==> config.mk <==
export PLATFORM = sky130hd
export DESIGN_NAME = im_frame_sync
export DESIGN_NICKNAME = d
export VERILOG_FILES = /design/src/rtl/im_frame_sync.sv
export SDC_FILE = /design/constraint.sdc
export NUM_CORES = 1
export LEC_CHECK = 0
export BUFFER_PORTS_ARGS = -buffer_cell sky130_fd_sc_hd__buf_4
export CAP_MARGIN = 20
export CORE_ASPECT_RATIO = 1.4
export CORE_MARGIN = 5
export CORE_UTILIZATION = 55
export CTS_CLUSTER_SIZE = 20
export DETAILED_ROUTE_END_ITERATION = 7
export PLACE_DENSITY = 0.84
export SETUP_SLACK_MARGIN = 0.3
export SLEW_MARGIN = 20
export SYNTH_ARGS = -nofsm -noshare
export SYNTH_HDL_FRONTEND = slang
export SYNTH_SLANG_ARGS = --single-unit
==> constraint.sdc <==
create_clock -name clk -period 2.3 [get_ports clk]
set_input_delay 0.23 -clock clk [delete_from_list [all_inputs] [get_ports clk]]
set_output_delay 0.23 -clock clk [all_outputs]
set_load 0.02 [all_outputs]
==> src/rtl/im_frame_sync.sv <==
// Frame-synchronous location update scheduler for the Pong renderer.
// CPU writes land in pending registers and are copied to the active set at the start of vblank.
module im_frame_sync #(
  parameter int H_ACTIVE = 640,
  parameter int V_ACTIVE = 480,
  parameter int LOC_W    = 20
) (
  input  logic        clk,
  input  logic        rst_n,
  input  logic [9:0]  pixel_x,
  input  logic [9:0]  pixel_y,
  input  logic        wr_valid,
  output logic        wr_ready,
  input  logic [1:0]  wr_sel,
  input  logic [31:0] wr_data,
  output logic [31:0] ball_loc,
  output logic [31:0] barl_loc,
  output logic [31:0] barr_loc,
  output logic [15:0] frame_cnt,
  output logic        vblank_irq,
  output logic        armed,
  output logic        overrun,
  input  logic        ovr_clr
);

  typedef enum logic [1:0] {
    IDLE   = 2'd0,
    ARMED  = 2'd1,
    COMMIT = 2'd2
  } state_t;

  state_t           r_state;
  state_t           w_state_nxt;
  logic [9:0]       r_prev_y;
  logic [15:0]      r_frame_cnt;
  logic             r_irq;
  logic             r_dirty;
  logic             r_overrun;
  logic [LOC_W-1:0] r_pend_ball;
  logic [LOC_W-1:0] r_pend_barl;
  logic [LOC_W-1:0] r_pend_barr;
  logic [LOC_W-1:0] r_act_ball;
  logic [LOC_W-1:0] r_act_barl;
  logic [LOC_W-1:0] r_act_barr;
  logic             w_vb_edge;
  logic             w_xfer;
  logic             w_commit;
  logic             w_ovr_set;
  logic             w_unused;

  assign w_vb_edge = (pixel_y == 10'(V_ACTIVE)) && (r_prev_y != 10'(V_ACTIVE));
  // Ready is gated by rst_n so the CPU never sees a handshake while the block is held in reset.
  assign wr_ready  = rst_n && (r_state == IDLE);
  assign w_xfer    = wr_valid && wr_ready;
  assign w_unused  = ^{pixel_x, wr_data[31:LOC_W], 10'(H_ACTIVE)};

  always_comb begin
    w_state_nxt = r_state;
    w_commit    = 1'b0;
    w_ovr_set   = 1'b0;
    case (r_state)
      IDLE: begin
        // A commit accepted on the vblank edge itself defers to the next frame and suppresses overrun.
        if (w_xfer && (wr_sel == 2'd3)) begin
          w_state_nxt = ARMED;
        end else begin
          w_state_nxt = IDLE;
          w_ovr_set   = w_vb_edge && r_dirty;
        end
      end
      ARMED: begin
        if (w_vb_edge) begin
          w_state_nxt = COMMIT;
        end else begin
          w_state_nxt = ARMED;
        end
      end
      COMMIT: begin
        w_state_nxt = IDLE;
        w_commit    = 1'b1;
      end
      default: begin
        w_state_nxt = IDLE;
      end
    endcase
  end

  always_ff @(posedge clk or negedge rst_n) begin
    if (!rst_n) begin
      r_state <= IDLE;
    end else begin
      r_state <= w_state_nxt;
    end
  end

  always_ff @(posedge clk or negedge rst_n) begin
    if (!rst_n) begin
      r_prev_y    <= 10'd0;
      r_frame_cnt <= 16'd0;
      r_irq       <= 1'b0;
    end else begin
      r_prev_y    <= pixel_y;
      r_irq       <= w_vb_edge;
      r_frame_cnt <= w_vb_edge ? (r_frame_cnt + 16'd1) : r_frame_cnt;
    end
  end

  always_ff @(posedge clk or negedge rst_n) begin
    if (!rst_n) begin
      r_pend_ball <= '0;
      r_pend_barl <= '0;
      r_pend_barr <= '0;
    end else if (w_xfer) begin
      case (wr_sel)
        2'd0:    r_pend_ball <= wr_data[LOC_W-1:0];
        2'd1:    r_pend_barl <= wr_data[LOC_W-1:0];
        2'd2:    r_pend_barr <= wr_data[LOC_W-1:0];
        default: r_pend_ball <= r_pend_ball;
      endcase
    end else begin
      r_pend_ball <= r_pend_ball;
    end
  end

  always_ff @(posedge clk or negedge rst_n) begin
    if (!rst_n) begin
      r_dirty <= 1'b0;
    end else if (w_commit) begin
      r_dirty <= 1'b0;
    end else if (w_xfer && (wr_sel != 2'd3)) begin
      r_dirty <= 1'b1;
    end else begin
      r_dirty <= r_dirty;
    end
  end

  always_ff @(posedge clk or negedge rst_n) begin
    if (!rst_n) begin
      r_act_ball <= '0;
      r_act_barl <= '0;
      r_act_barr <= '0;
    end else if (w_commit) begin
      r_act_ball <= r_pend_ball;
      r_act_barl <= r_pend_barl;
      r_act_barr <= r_pend_barr;
    end else begin
      r_act_ball <= r_act_ball;
    end
  end

  // Set has priority over clear so a same-cycle overrun is never lost.
  always_ff @(posedge clk or negedge rst_n) begin
    if (!rst_n) begin
      r_overrun <= 1'b0;
    end else if (w_ovr_set) begin
      r_overrun <= 1'b1;
    end else if (ovr_clr) begin
      r_overrun <= 1'b0;
    end else begin
      r_overrun <= r_overrun;
    end
  end

  assign ball_loc   = 32'(r_act_ball);
  assign barl_loc   = 32'(r_act_barl);
  assign barr_loc   = 32'(r_act_barr);
  assign frame_cnt  = r_frame_cnt;
  assign vblank_irq = r_irq;
  assign armed      = (r_state != IDLE);
  assign overrun    = r_overrun;

endmodule

==> summary.txt, run 1 <==
Timing
  – Fmax: between 500 and 600 MHz
  – Worst-case clock skew: 0.00662 ns
  – Rel. slew slack: 45.1%
  – RSZ-0062 raised after global routing: false
  – Hold_ws: a little over 0.07 ns
  – Setup TNS: 0 ns
  – Final WS setup: 0.392 ns
  – Worst-margin pin slew: 0.823 ns
  – Final setup violation count: 0
  – Final Hold Viols: 0
  – Fin. max-slew vios: 0
  – Period Utilization, post-route: between 80% and 90%
  – Tmin final: 1.91 ns

Floorplan
  – Row cnt: 45
  – Die height: 134 µm
  – Core area: 10800 µm²
  – Top-level I/O count: 174
  – Die Wd: 98.7 µm
  – Initial Utilization: 56.1%
  – Die area: 13200 µm²

Worst setup path
  – Crit path largest cell delay: ~0.55 ns
  – R2R depth: 5
  – Worst Setup SP: rst_n
  – Max FO, Critical Path: 17
  – Crit Path Class: input pin to flop
  – R2r startpoint: r_state[0]
  – Flop-to-flop setup slack: roughly 0.43 ns
  – Slowest cell on the critical path: dlygate4sd3_1
  – CP top delay family: buffers and inverters
  – CP Depth: 7
  – Arr. time, crit path: 2.20 ns
  – End point of the critical path: r_pend_ball[10]
  – Crit path cell chain: dlygate4sd3_1, buf_6, nor3b_2, and2_1, nor3b_4, buf_12, mux2_2
  – CP endpoint kind: flop
  – CP required: 2.59 ns
  – R2r endpoint: r_pend_ball[10]
  – Worst Setup Start Kind: input pin
  – CP bufs+invs: 3

Drt
  – Via density: 5.13
  – Initial DRC Count: around 130
  – Total iterations of the first detailed-routing run: 4
  – DR DRC count: 0
  – WL/cell: around 17 µm
  – Routed Antenna Nets: 0
  – Via count: ~3500
  – Routed wire length: around 12 mm

Logic synthesis
  – Most used flip-flop cell after synthesis: dfrtp_1
  – Sequential share of the synthesized area: 62.4%
  – Post-synth ARST share: 100%
  – Yosys warnings: 0
  – Synth top area share: 62.4%
  – Count of state elements after synthesis: 151
  – Post-synth top area cell: dfrtp_1
  – Synth area leaders: dfrtp_1 (62%), mux2_2 (22%), buf_4 (4.7%)
  – Mapped Area: 6060 µm²
  – Mapped Cells: 395
  – Post-synth EDFFs: 0
  – Avg Cell Area, Syn: 15.3 µm²
  – Synth unique cells: 36

Power
  – P per Cell Area: 741 nW/µm²
  – Pleak: 4.18 nW
  – PnR Total Power: roughly 5.7 mW
  – VDD IR max: between 0.5 and 0.6 mV

Clocking
  – # resized after CTS: 0
  – Clock tree buffer depth: 2
  – CTS tree: done
  – Root buffer cell: clkbuf_16
  – H-Tree Depth: 4
  – Clock Sinks: approximately 150
  – CTS clk-pin slew, worst paths: 0.06 ns
  – CTS buffer count: 17
  – Worst skew pair latency: 0.41 ns

Placement
  – Hpwl dp: 7.74 mm
  – Port Buf Inserts: approximately 120
  – Placer Congestion: roughly 0.74
  – # placed instances: 641
  – Pre-CTS setup slack: 0.402 ns

Global route
  – Antenna violations before repair: 0
  – Total grt overflow: 0
  – Total global-route track usage: 19.0%
  – Largest net degree at the start of global routing: 152
  – Vias in the first global route: 3925
  – Global-route wire length before repair: 19.8 mm

Final layout
  – Commonest non-fill, non-tap cells in the layout: dfrtp_1 (151), mux2_2 (121), buf_4 (118)
  – Share of post-route cells with drive strength above 1: a little over half
  – Synth-to-layout area growth: 27.6%
  – Diode count: 0
  – Nets: approximately 600
  – Most common cell after layout, fill and taps aside: dfrtp_1
  – Post-route insts no fill: 686

Run status
  – Status: completed

Run
  – Max cap viols: 0

Min path
  – Hold Crit Class: input pin to flop
==> stage by stage <==
stage	area, µm²	utilization [%]
2_1_floorplan	6190	-
3_3_place_gp	7000	64.8
3_5_place_dp	7000	64.8
4_1_cts	7710	71.4
5_1_grt	7730	71.5
6_report	7730	71.5
==> cell usage after synthesis (2+ instances only) <==
| master | count |
|---|---|
| nor2_1 | 2 |
| nor3_1 | 5 |
| nor4_1 | 5 |
| dfrtp_1 | 151 |
| and4_1 | 2 |
| and3_1 | 2 |
| nor3b_2 | 2 |
| nand2_1 | 5 |
| xor2_1 | 15 |
| buf_4 | 38 |
| nand3_1 | 6 |
| nand4_1 | 2 |
| buf_2 | 11 |
| nand2b_1 | 3 |
| nor4_4 | 2 |
| nor4_2 | 2 |
| nand3b_1 | 2 |
| nor3b_1 | 2 |
| mux2_2 | 121 |
==> routing by layer <==
layer	vias to the layer above	global-route usage (%)	part of all wire, %
met2	108	31.9	53
met4	0	7.21	2.0
met5	-	0	0
met3	19	5.72	5.6
met1	1797	23.1	40
li1	1596	-	-
==> power breakdown <==
part / internal, mW / switching [mW] / total [mW]
clock network: 1.74 / 1.03 / 2.77
registers: 2.69 / 0.0201 / 2.71
logic: 0.0929 / 0.153 / 0.245
==> cell type report <==
type | instances | area (µm²)
clock buffers | 21 | 450
inverters | 1 | 3.75
flip-flops and latches | 151 | 3780
repair buffers | 135 | 1110
fillers | 735 | 3080
well taps | 141 | 176
multi-input cells | 226 | 2060
clock inverters | 11 | 150
==> what timing repair did <==
item                                    4_1_cts  5_1_grt
hold buffers                                 11        0
endpoints found under the setup margin        0        3
endpoints found under the hold margin        14        0
setup buffers                                 0        2
==> worst min path at each step <==
stage / start / end / slack (ns) / depth (start not counted)
CTS: wr_data[9] / r_pend_barl[9] / 0.06 / 2
finish: wr_data[11] / r_pend_barl[11] / 0.07 / 2
global route: wr_data[13] / r_pend_barl[13] / 0.06 / 2
global placement: pixel_y[6] / r_prev_y[6] / 0.35 / 1
floorplan: rst_n / frame_cnt[0] / -0.07 / 0
detailed placement: pixel_y[5] / r_prev_y[5] / 0.35 / 1
==> logic make-up after synthesis <==
logic type / synth area share, %
other: 0.0619
AOI/OAI and AO/OA: 0.496
xor gates and xnor gates: 2.17
DFF: 62.4
adders and majority gates: 0.206
buffers and inverters: 6.01
muxes: 22.5
and+or+nand+nor: 6.21
==> flip-flops by register name, summed over array words and instances, names as in the netlist, 2 cells and up <==
| name | flops |
|---|---|
| frame_cnt | 16 |
| r_act_ball | 20 |
| r_act_barl | 20 |
| r_act_barr | 20 |
| r_pend_ball | 20 |
| r_pend_barl | 20 |
| r_pend_barr | 20 |
| r_prev_y | 10 |
| r_state | 2 |
==> worst reg2reg max path, stage by stage, from the launching register on <==
cell and delay, ns:
dfrtp_1 0.41, nor3b_2 0.20, and2_1 0.23, nor3b_4 0.34, buf_12 0.22, mux2_2 0.36
Power figures use the tool's default switching activity.
==> run 2: changes to the inputs <==
CORE_UTILIZATION = 47   (was 55)
PLACE_DENSITY = 0.76   (was 0.84)
clock period = 1.6 ns   (was 2.3 ns; I/O delays follow)
==> run 2 against run 1 <==
Against the previous run: the flow now finishes with violations (setup timing); power up 40%; routed wire length increased by 20%; design area increased by 14%; register-to-register slack got worse by 0.60 ns; sequential share of layout area shrank 5.7 points; final cell count rose by 9.3%; critical path type is now flop to flop; critical endpoint is now r_pend_ball[0].
==> summary.txt, run 2 (same netlist as run 1, synthesis figures left out) <==
Placement
  – Pre-CTS setup slack: -0.131 ns (-0.533 ns)
  – Placer Congestion: 0.725 (-2.7%)
  – # placed instances: 667 (+4.1%)
  – Placed instance area: 7300 µm² (+4.3%)
  – Port Buf Inserts: 115 (unchanged)
  – Hpwl dp: 8.43 mm (+8.9%)

Final layout
  – Diode count: 0 (unchanged)
  – Most common cell after layout, fill and taps aside: dfrtp_1
  – Cell area after layout: 8790 µm² (+14%)
  – Share of post-route cells with drive strength above 1: 59.6% (+7.5 points)
  – Synth-to-layout area growth: 45.0%
  – Core Util, Final: 68.9% (-2.6 points)
  – Nets: 643 (+8.8%)
  – Fill cells: 867 (+18%)
  – Post-route insts no fill: 750 (+9.3%)
  – Commonest non-fill, non-tap cells in the layout: dfrtp_1 (141), buf_4 (121), mux2_2 (97)

Worst setup path
  – Worst Setup SP: r_state[1]
  – CP top delay family: simple AND/OR/NAND/NOR gates
  – Slowest cell on the critical path: dfrtp_1
  – Crit path largest cell delay: 0.40 ns (-0.15 ns)
  – CP bufs+invs: 2 (-1)
  – Arr. time, crit path: 2.05 ns (-0.15 ns)
  – Crit path cell chain: nor3b_4, and2_4, nor3b_4, buf_4, buf_8, mux2_4
  – Max FO, Critical Path: 7 (-10)
  – CP endpoint kind: flop
  – R2r startpoint: r_state[1]
  – Crit Path Class: flop to flop
  – Worst Setup Start Kind: flop
  – Cell mode on critical path: nor3b_4
  – CP required: 1.89 ns (-0.70 ns)

Run status
  – Violated checks: setup timing
  – Status: finished, violations left

Clocking
  – H-Tree Depth: 4 (unchanged)
  – Worst skew pair latency: 0.41 ns (about the same)
  – CTS clk-pin slew, worst paths: 0.06 ns (about the same)
  – CTS tree: done
  – Clock tree buffer depth: 2 (unchanged)
  – Clock Sinks: 151 (unchanged)
  – CTS buffer count: 17 (unchanged)
  – Root buffer cell: clkbuf_16

Timing
  – RSZ-0062 raised after global routing: true
  – Final setup violation count: 110 (+110)
  – Fin. max-slew vios: 0 (unchanged)
  – Fmax: 566 MHz
  – Final WS setup: -0.167 ns (-0.558 ns)
  – Worst-case clock skew: 0.00746 ns (+0.000838 ns)
  – Worst-margin pin slew: 0.727 ns (-0.0962 ns)
  – Final Hold Viols: 0 (unchanged)
  – Rel. slew slack: 51.5% (+6.4 points)
  – Period Utilization, post-route: 110%
  – Setup TNS: -8.88 ns (-8.88 ns)
  – Tmin final: 1.77 ns

Drt
  – Via density: 5.03 (-2.0%)
  – DR DRC count: 0 (unchanged)
  – Routed Antenna Nets: 0 (unchanged)
  – Routed wire length: 14.2 mm (+20%)
  – WL/cell: 19.0 µm (+10%)
  – Via count: 3772 (+7.2%)
  – Initial DRC Count: 79 (-39%)
  – Total iterations of the first detailed-routing run: 5 (+1)

Floorplan
  – Die area: 15300 µm² (+15%)
  – Top-level I/O count: 174 (unchanged)
  – Die Wd: 106 µm (+7.3%)
  – Row cnt: 49 (+8.9%)
  – Die height: 144 µm (+7.6%)
  – Core area: 12800 µm² (+18%)
  – Initial Utilization: 47.5% (-8.5 points)

Power
  – VDD IR max: 0.868 mV (+49%)
  – P per Cell Area: 913 nW/µm² (+23%)
  – Pleak: 4.64 nW (+11%)

Global route
  – GRT Max-Usage Layer: met2
  – Antenna violations before repair: 0 (unchanged)
  – Total global-route track usage: 19.2% (+0.19 points)
  – Vias in the first global route: 4171 (+6.3%)
  – Met2 global-route usage: 34.0% (+2.1 points)
  – Global-route wire length before repair: 22.3 mm (+13%)
  – Total grt overflow: 0 (unchanged)
  – Met1 Track Usage GR: 23.0% (-0.070 points)
  – Grt met3 use: 4.15% (-1.6 points)
  – Largest net degree at the start of global routing: 152 (unchanged)

Min path
  – Min-delay src: wr_data[8]
  – Hold Crit Class: input pin to flop

Run
  – Max cap viols: 0 (unchanged)
==> run 2: path summary, 6_finish.rpt <==
kind,endpoint,slack (ns),cells past startpoint
worst max-delay path,r_pend_ball[0],-0.17,6
worst min-delay path,r_pend_ball[8],0.009,2
worst max register to register,r_pend_ball[0],-0.17,6
worst min register to register,frame_cnt[10],0.49,1
max in group asynchronous,frame_cnt[6],0.50,3
min in group asynchronous,r_pend_barl[2],0.51,3
==> run 2: cell type report <==
cell class	instances	area (µm²)	area share, %
clock buffer	17	425	4.84
clock inverter	15	119	1.35
tap	153	191	2.18
inverter	1	3.75	0.0427
timing repair buffer	187	1890	21.5
sequential	151	3790	43.1
multi-input combinational	226	2370	27.0
==> run 2: where the power goes <==
group          total [mW]  internal (mW)  switching, mW
logic               0.442          0.193          0.250
clock network        3.69           2.02           1.67
registers            3.90           3.87         0.0277
==> run 2: stage by stage <==
stage | power [mW] | hold WS (ns)
2_1_floorplan | 4.17 | -0.136
3_5_place_dp | 4.32 | 0.277
6_report | 8.02 | 0.00896
4_1_cts | 8.08 | 0.000232
3_3_place_gp | 4.31 | 0.276
5_1_grt | 8.31 | 0.000462
==> run 2: timing repair <==
item | in CTS | in global routing
pin swaps | 7 | 3
gates resized for setup | 60 | 11
endpoints found under the hold margin | 181 | 1
endpoints found under the setup margin | 142 | 155
hold buffers | 21 | 1
cloned | 9 | 1
buffers inserted | 16 | 3
==> run 2: layer usage <==
| metal | up-vias | part of all wire (%) |
|---|---|---|
| met2 | 114 | 54 |
| met4 | 0 | 1.8 |
| met5 | - | 0 |
| met3 | 22 | 5.2 |
| met1 | 1938 | 39 |
| li1 | 1698 | - |
==> run 3: changes to the inputs <==
CELL_PAD_IN_SITES_DETAIL_PLACEMENT = 0   (was not set)
CELL_PAD_IN_SITES_GLOBAL_PLACEMENT = 1   (was not set)
CORE_UTILIZATION = 38   (was 47)
PLACE_DENSITY = not set   (was 0.76)
PLACE_DENSITY_LB_ADDON = 0.1   (was not set)
==> run 3 against run 2 <==
Against the previous run: the flow still finishes with violations (setup timing); core utilization is 11 points lower; clock skew is 0.0023 ns lower; combinational power grew 6.1%; sequential share of layout area is 1.4 points lower; setup slack better by 0.039 ns; final cell count is 8.0% higher; via count decreased by 0.21%; fmax grew 2.2%; sequential power is essentially flat; largest power group is now clock.
==> summary.txt, run 3 (same netlist as run 1, synthesis figures left out) <==
Clocking
  – CTS clk-pin slew, worst paths: 0.06 ns (about the same)
  – H-Tree Depth: 4 (unchanged)
  – Root buffer cell: clkbuf_16
  – CTS buffer count: 17 (unchanged)
  – Clock tree buffer depth: 2 (unchanged)
  – Worst skew pair latency: 0.41 ns (about the same)
  – Clock Sinks: 151 (unchanged)
  – CTS tree: done

Drt
  – Total iterations of the first detailed-routing run: 4 (-1)
  – Via count: 3764 (-0.21%)
  – DR DRC count: 0 (unchanged)
  – Routed wire length: 14.6 mm (+2.8%)
  – Routed Antenna Nets: 0 (unchanged)
  – WL/cell: 18.0 µm (-4.9%)
  – Initial DRC Count: 106 (+34%)
  – Via density: 4.65 (-7.6%)

Min path
  – Hold Crit Class: input pin to flop
  – Min-delay src: wr_data[7]
  – Hold path depth: 2 (unchanged)
  – Min-Delay Endpoint: r_pend_ball[7]

Power
  – Power Internal: 6.55 mW (+7.8%)
  – Switch share: 21.0% (-3.2 points)
  – Sequential group share of total power: 47.0% (-1.6 points)
  – Comb power frac: 5.6% (about the same)
  – NetSw: 1.74 mW (-10%)
  – VDD IR max: 0.662 mV (-24%)
  – Pleak: 4.75 nW (+2.4%)
  – P per Cell Area: 914 nW/µm² (+0.13%)
  – Clock power frac: 47.4% (+1.5 points)

Worst setup path
  – R2r startpoint: r_state[0]
  – Crit Path Class: flop to flop
  – Worst Setup Start Kind: flop
  – R2R depth: 6 (unchanged)
  – Flop-to-flop setup slack: -0.13 ns (+0.04 ns)
  – R2r endpoint: r_pend_ball[7]
  – CP endpoint kind: flop
  – Crit path largest cell delay: 0.41 ns (about the same)
  – CP required: 1.89 ns (about the same)
  – Crit path cell chain: nor3b_4, and2_4, nor3b_4, buf_6, clkbuf_16, mux2_4
  – Arr. time, crit path: 2.02 ns (-0.03 ns)
  – Cell mode on critical path: nor3b_4
  – Max FO, Critical Path: 8 (+1)
  – Slowest cell on the critical path: dfrtp_1

Timing
  – Fin. max-slew vios: 0 (unchanged)
  – Tmin final: 1.73 ns (-0.0385 ns)
  – Final setup violation count: 112 (+1.8%)
  – Final Hold Viols: 0 (unchanged)
  – Setup TNS: -6.47 ns (+2.41 ns)
  – Rel. slew slack: 55.4% (+3.9 points)
  – Final WS setup: -0.128 ns (+0.0385 ns)
  – Worst-case clock skew: 0.00520 ns (-0.00226 ns)
  – Period Utilization, post-route: 108% (-2.4 points)
  – Worst-margin pin slew: 0.669 ns (-0.0581 ns)
  – Fmax: 579 MHz (+2.2%)
  – RSZ-0062 raised after global routing: true

Final layout
  – Fill cells: 1298 (+50%)
  – Share of post-route cells with drive strength above 1: 59.1% (-0.51 points)
  – Reg area: 3790 µm² (unchanged)
  – Most common cell after layout, fill and taps aside: dfrtp_1
  – Multi-input gate area: 2350 µm² (-0.85%)
  – Commonest non-fill, non-tap cells in the layout: dfrtp_1 (141), buf_4 (121), mux2_2 (99)
  – Post-route insts no fill: 810 (+8.0%)
  – Synth-to-layout area growth: 49.8%
  – Nets: 661 (+2.8%)
  – Diode count: 0 (unchanged)
  – Core Util, Final: 58.2% (-11 points)

Global route
  – Total global-route track usage: 15.9% (-3.3 points)
  – Antenna violations before repair: 0 (unchanged)
  – Largest net degree at the start of global routing: 152 (unchanged)
  – Global-route wire length before repair: 22.4 mm (+0.56%)
  – Total grt overflow: 0 (unchanged)
  – Vias in the first global route: 4182 (+0.26%)

Placement
  – Hpwl dp: 8.55 mm (+1.3%)
  – # placed instances: 709 (+6.3%)
  – Placer Congestion: 0.680 (-6.2%)
  – Pre-CTS setup slack: -0.0821 ns (+0.0490 ns)
  – Port Buf Inserts: 115 (unchanged)

Floorplan
  – Die height: 159 µm (+10%)
  – Initial Utilization: 38.8% (-8.7 points)
  – Die Wd: 117 µm (+10%)
  – Row cnt: 54 (+10%)
  – Core area: 15600 µm² (+22%)
  – Top-level I/O count: 174 (unchanged)
  – Die area: 18600 µm² (+22%)

Run status
  – Status: finished, violations left
  – Violated checks: setup timing

Run
  – Max cap viols: 0 (unchanged)
-- run 3: cell types whose count changed in the layout (fill, tap and decap cells not counted), moves of 3 or more --
cell	delta
buf_16	+3
clkinv_2	+3
clkinvlp_4	-3
inv_6	-5
bufinv_16	+3
buf_12	+3
buf_6	+5
clkbuf_1	+3
clkbuf_16	+4
bufbuf_16	-4
dlygate4sd3_1	+8
-- run 3: critical path: cells and delay by family (launching register included) --
family,cells,cell delay (ns)
AND/OR/NAND/NOR,3,0.57
multiplexers,1,0.30
buffers and inverters,2,0.32
flip-flops,1,0.41
-- run 3: repair_timing --
action / CTS / global route
hold buffers: 30 / 0
gates resized for setup: 38 / 35
gates cloned: 11 / 4
pin swaps: 5 / 6
setup endpoints to repair: 143 / 173
endpoints found under the hold margin: 213 / 0
buffers inserted: 19 / 6
-- run 3: layer usage --
| layer | wire length, µm | share of wire, % | vias up | global-route usage (%) |
|---|---|---|---|---|
| met5 | 0 | 0 | - | 0 |
| met4 | 201 | 1.4 | 0 | 5.63 |
| met3 | 871 | 6.0 | 13 | 4.71 |
| met2 | 7930 | 54 | 93 | 27.8 |
| met1 | 5610 | 38 | 1920 | 18.1 |
| li1 | - | - | 1738 | - |
-- run 3: stage by stage --
stage | hold slack (ns) | total power, mW | instance area [µm²]
6_report | 0.0252 | 8.30 | 9080
2_1_floorplan | -0.136 | 4.17 | 6390
4_1_cts | 0.00691 | 8.38 | 8820
3_5_place_dp | 0.278 | 4.33 | 7360
3_3_place_gp | 0.276 | 4.32 | 7360
5_1_grt | 0.00909 | 8.61 | 9080
-- run 3: worst max-delay path by stage --
stage                                 end        from
after CTS                 r_pend_ball[15]  r_state[1]
final                      r_pend_ball[7]  r_state[0]
after global placement    r_pend_ball[18]  r_state[1]
after detailed placement  r_pend_ball[15]  r_state[1]
after floorplan            r_pend_ball[0]  r_state[1]
after global routing      r_pend_ball[13]  r_state[0]
-- run 3: cell type report --
cell class                      count  share of cell area [%]
Clock buffer                       21                    4.96
Multi-Input combinational cell    227                    25.9
Inverter                            1                  0.0414
Timing Repair Buffer              204                    23.2
Clock inverter                     10                    1.42
Sequential cell                   151                    41.8
Tap cell                          196                    2.70
-- run 3: power by group through the flow --
stage	Sequential, mW	Combinational [mW]	Clock, mW
after global routing	3.90	0.515	4.20
after CTS	3.90	0.447	4.04
final	3.90	0.469	3.93
after global placement	3.96	0.354	0
after floorplan	3.96	0.211	0
after detailed placement	3.96	0.361	0
